==> config.mk <==
export PLATFORM = sky130hd
export DESIGN_NAME = twin_pair_serializer
export DESIGN_NICKNAME = d
export VERILOG_FILES = /design/src/rtl/twin_pair_serializer.sv
export SDC_FILE = /design/constraint.sdc
export NUM_CORES = 1
export LEC_CHECK = 0
export CAP_MARGIN = 20
export CORE_UTILIZATION = 30
export DETAILED_ROUTE_END_ITERATION = 8
export HOLD_SLACK_MARGIN = 0.08
export PLACE_DENSITY = 0.58
export SYNTH_ARGS = -nofsm -noshare
export SYNTH_HDL_FRONTEND = slang
export SYNTH_SLANG_ARGS = --single-unit
==> constraint.sdc <==
create_clock -name clk -period 1.9 [get_ports clk]
set_clock_uncertainty 0.05 [all_clocks]
set_input_delay 0.19 -clock clk [delete_from_list [all_inputs] [get_ports clk]]
set_output_delay 0.19 -clock clk [all_outputs]
set_load 0.03 [all_outputs]
==> src/rtl/twin_pair_serializer.sv <==
// rtl/twin_pair_serializer.sv - serializes one (a, b) word pair MSB first onto a single handshaked bit line
//
// Ports:
//   clk          rising-edge clock
//   rst          synchronous, active-high reset
//   in_valid     a/b hold a pair to transfer
//   in_ready     pair can be accepted (IDLE only)
//   a, b         first and second word of the pair
//   ser_ready    sink takes the presented bit this cycle
//   ser_valid    ser_out carries a frame bit
//   ser_out      serial data, all of a then all of b, MSB first
//   frame_start  high while the first bit of the frame is presented
//   done         one-cycle pulse after the last bit of b is taken
module twin_pair_serializer #(
  parameter int WIDTH = 8
) (
  input  logic             clk,
  input  logic             rst,
  input  logic             in_valid,
  output logic             in_ready,
  input  logic [WIDTH-1:0] a,
  input  logic [WIDTH-1:0] b,
  input  logic             ser_ready,
  output logic             ser_valid,
  output logic             ser_out,
  output logic             frame_start,
  output logic             done
);

  localparam int CW = (WIDTH > 1) ? $clog2(WIDTH) : 1;
  localparam logic [CW-1:0] LAST = CW'(WIDTH - 1);

  typedef enum logic [1:0] {
    IDLE    = 2'd0,
    SHIFT_A = 2'd1,
    SHIFT_B = 2'd2,
    DONE    = 2'd3
  } state_t;

  state_t          state, state_nxt;
  logic [CW-1:0]   cnt, cnt_nxt;
  logic [WIDTH-1:0] a_reg, b_reg;
  logic            load;
  logic [CW-1:0]   idx;

  always_ff @(posedge clk) begin
    if (rst) begin
      state <= IDLE;
      cnt   <= '0;
      a_reg <= '0;
      b_reg <= '0;
    end else begin
      state <= state_nxt;
      cnt   <= cnt_nxt;
      if (load) begin
        a_reg <= a;
        b_reg <= b;
      end
    end
  end

  // Next state: counter advances only when the presented bit is taken,
  // so a stalled sink leaves state, count and the output bit untouched.
  always_comb begin
    state_nxt = state;
    cnt_nxt   = cnt;
    load      = 1'b0;
    case (state)
      IDLE: begin
        if (in_valid) begin
          load      = 1'b1;
          state_nxt = SHIFT_A;
          cnt_nxt   = '0;
        end
      end
      SHIFT_A: begin
        if (ser_ready) begin
          if (cnt == LAST) begin
            state_nxt = SHIFT_B;
            cnt_nxt   = '0;
          end else begin
            cnt_nxt = cnt + CW'(1);
          end
        end
      end
      SHIFT_B: begin
        if (ser_ready) begin
          if (cnt == LAST) begin
            state_nxt = DONE;
            cnt_nxt   = '0;
          end else begin
            cnt_nxt = cnt + CW'(1);
          end
        end
      end
      DONE: begin
        state_nxt = IDLE;
      end
      default: begin
        state_nxt = IDLE;
        cnt_nxt   = '0;
      end
    endcase
  end

  // Moore outputs: decoded from registered state and count only.
  always_comb begin
    idx         = LAST - cnt;
    in_ready    = (state == IDLE);
    ser_valid   = (state == SHIFT_A) || (state == SHIFT_B);
    frame_start = (state == SHIFT_A) && (cnt == '0);
    done        = (state == DONE);
    ser_out     = 1'b0;
    if (state == SHIFT_A) begin
      ser_out = a_reg[idx];
    end else if (state == SHIFT_B) begin
      ser_out = b_reg[idx];
    end
  end

endmodule

==> results.json, run 1 <==
{
  "status": "finished with violations",
  "failed_checks": "setup timing",
  "coreArea_um2": 3340,
  "placed_cell_area_um2": 1390,
  "routed_wl_um": 2240,
  "dp_cells": 200,
  "worst_slew_pin_slew_ns": 0.398,
  "dr.first_iter.drc_count": 10,
  "rr_startpoint": "state[0]",
  "grt_max_degree": 22,
  "dieArea_um2": 3710,
  "portBuffers": 24,
  "irDropWorstVdd_v": 0.000364,
  "p_per_area_nw_per_um2": 1250,
  "fin_ws_ns": -0.0868,
  "crit_path_max_fanout": 2,
  "r2r_end": "cnt[0]",
  "postSynthCellCount": 125,
  "row_count": 21,
  "die_w_um": 60.9,
  "cts.sinks": 21,
  "drc": 0,
  "maxCapViolations": 0,
  "clk_path_buf_depth": 2,
  "rrSetupSlack_ns": 0.14,
  "clk_latency_ns": 0.29,
  "rsz0062_at_grt": "yes",
  "cts-root-buf": "clkbuf_4",
  "layout.cells.non_filler": 205,
  "critPathLaunchType": "register",
  "die-height_um": 60.9,
  "num_io_pins": 25,
  "diodes": 0,
  "reg2reg_depth": 7,
  "grt_overflow": 0,
  "fin_crit_sh": 1.05,
  "grt_pass1_wl_um": 3800,
  "ys_ff_latch": 21,
  "cp_data_arrival_time_ns": 1.75,
  "tritoncts": "built",
  "path_clk_slew_ns": 0.11,
  "endpoint": "ser_out",
  "crit_start": "cnt[1]",
  "synth_area_um2": 1040,
  "yosysWarnings": 0,
  "relSlewSlack": 0.734,
  "start_util": 0.312,
  "p_leak_nw": 0.577,
  "dp_hpwl_um": 1700,
  "firstDrtPassIters": 3,
  "design_power_total_w": 0.00180,
  "synth_edf_count": 0,
  "grt_pass1_vias": 958,
  "final_common_cell": "nand2_1",
  "dr_total_vias": 954,
  "cts_made_buffers": 3,
  "fin_nets": 188,
  "layout_common_cells": "nand2_1, a21oi_1, clkdlybuf4s50_1, dfxtp_1, buf_4",
  "grtUsageTotal": 0.139,
  "post-place-ws_ns": -0.217,
  "routabilityCongestion": 0.779,
  "synth-seq-area-share": 0.403,
  "syn_nets": 153,
  "timing.fmax_mhz": 503,
  "area_growth_syn_to_layout_pct": 37.9,
  "hold_violations": 0,
  "endpoint_kind": "primary output",
  "vias_per_cell": 4.65,
  "ant_nets": 0,
  "h-tree-depth": 1,
  "stdcell_area_um2": 1440,
  "syn_avg_cell_area_um2": 8.34,
  "cp_data_required_time_ns": 1.66,
  "antenna_found_initial": 0,
  "tns_ns": -0.0868,
  "hold_buffers": 0,
  "drive_gt1_frac": 0.176,
  "ys.flop_type": "dfxtp_1",
  "fillers": 355,
  "post_drt_wl_per_cell_um": 10.9,
  "ys_types": 23,
  "setup_viol": 1,
  "period_needed_ns": 1.99,
  "hp-class": "in2reg",
  "critPathKind": "reg2out",
  "drv_slew": 0,
  "async_flop_share": 0
}
-- repair_timing --
| item | in CTS | in global routing |
|---|---|---|
| buffers inserted | 0 | 1 |
| pin swaps | 1 | 1 |
| setup endpoints to repair | 4 | 7 |
| cloned | 0 | 0 |
| resized for setup | 14 | 8 |
-- worst max-delay path, stage by stage (launching register included) --
cell,delay (ns)
dfxtp_2,0.35
mux4_1,0.60
a41oi_2,0.23
o21ai_1,0.10
buf_4,0.17
-- cells by family (layout without fill, tap and decap cells) --
| logic type | after synthesis | count (layout) | synth area share |
|---|---|---|---|
| mux | 6 | 6 | 0.101 |
| fa+ha+maj | 8 | 8 | 0.0960 |
| simple gates | 47 | 47 | 0.188 |
| compound gates | 31 | 31 | 0.160 |
| flops | 21 | 21 | 0.403 |
| buf+inv | 12 | 46 | 0.0516 |
-- worst min path at each step --
stage | slack (ns) | from | to | cells after the start
floorplan | 0.21 | rst | b_reg[1] | 1
global placement | 0.39 | b_reg[7] | b_reg[7] | 2
detailed placement | 0.40 | b_reg[0] | b_reg[0] | 2
CTS | 0.38 | b[0] | b_reg[0] | 3
global route | 0.38 | a[0] | a_reg[0] | 3
finish | 0.38 | a[7] | a_reg[7] | 3
-- cell type report --
class / instances / area, µm² / area share
Multi-Input combinational cell: 92 / 581 / 0.404
Sequential cell: 21 / 425 / 0.296
Timing Repair Buffer: 36 / 325 / 0.226
Tap cell: 46 / 57.6 / 0.0400
Clock buffer: 4 / 26.3 / 0.0183
Inverter: 6 / 22.5 / 0.0157
-- cells in the mapped netlist, types with 2 or more instances --
cell type,instances,area [µm²]
mux2i_1,3,30.0
nor2_1,3,11.3
clkbuf_1,4,15.0
o21ai_0,6,30.0
mux4_1,2,52.6
a21oi_1,21,105
ha_1,8,100
nand2_1,35,131
inv_1,6,22.5
nand3_1,4,20.0
dfxtp_1,21,420
-- where the power goes --
group	leakage, nW	internal (W)	switching, W
clock	0.0150	0.0000815	0.000122
combinational	0.388	0.000441	0.000556
sequential	0.174	0.000540	0.0000611
total	0.577	0.00106	0.000739
-- routing by layer --
metal	vias to the layer above	track usage	routed length, µm
met2	22	0.253	1150
li1	493	-	-
met3	4	0.0256	86
met4	0	0.0747	50
met5	-	0	0
met1	435	0.152	960
-- per-stage QoR --
step           utilization  hold slack (ns)
2_1_floorplan            -            0.209
3_3_place_gp         0.417            0.391
3_5_place_dp         0.417            0.397
4_1_cts              0.425            0.376
5_1_grt              0.431            0.377
6_report             0.431            0.383
Power figures use the tool's default switching activity.
==> run 2, diff against run 1 <==
SLEW_MARGIN = 10   (was default)
==> results of run 2 <==
The final DEF is identical to that of run 1; final timing and power are the same.
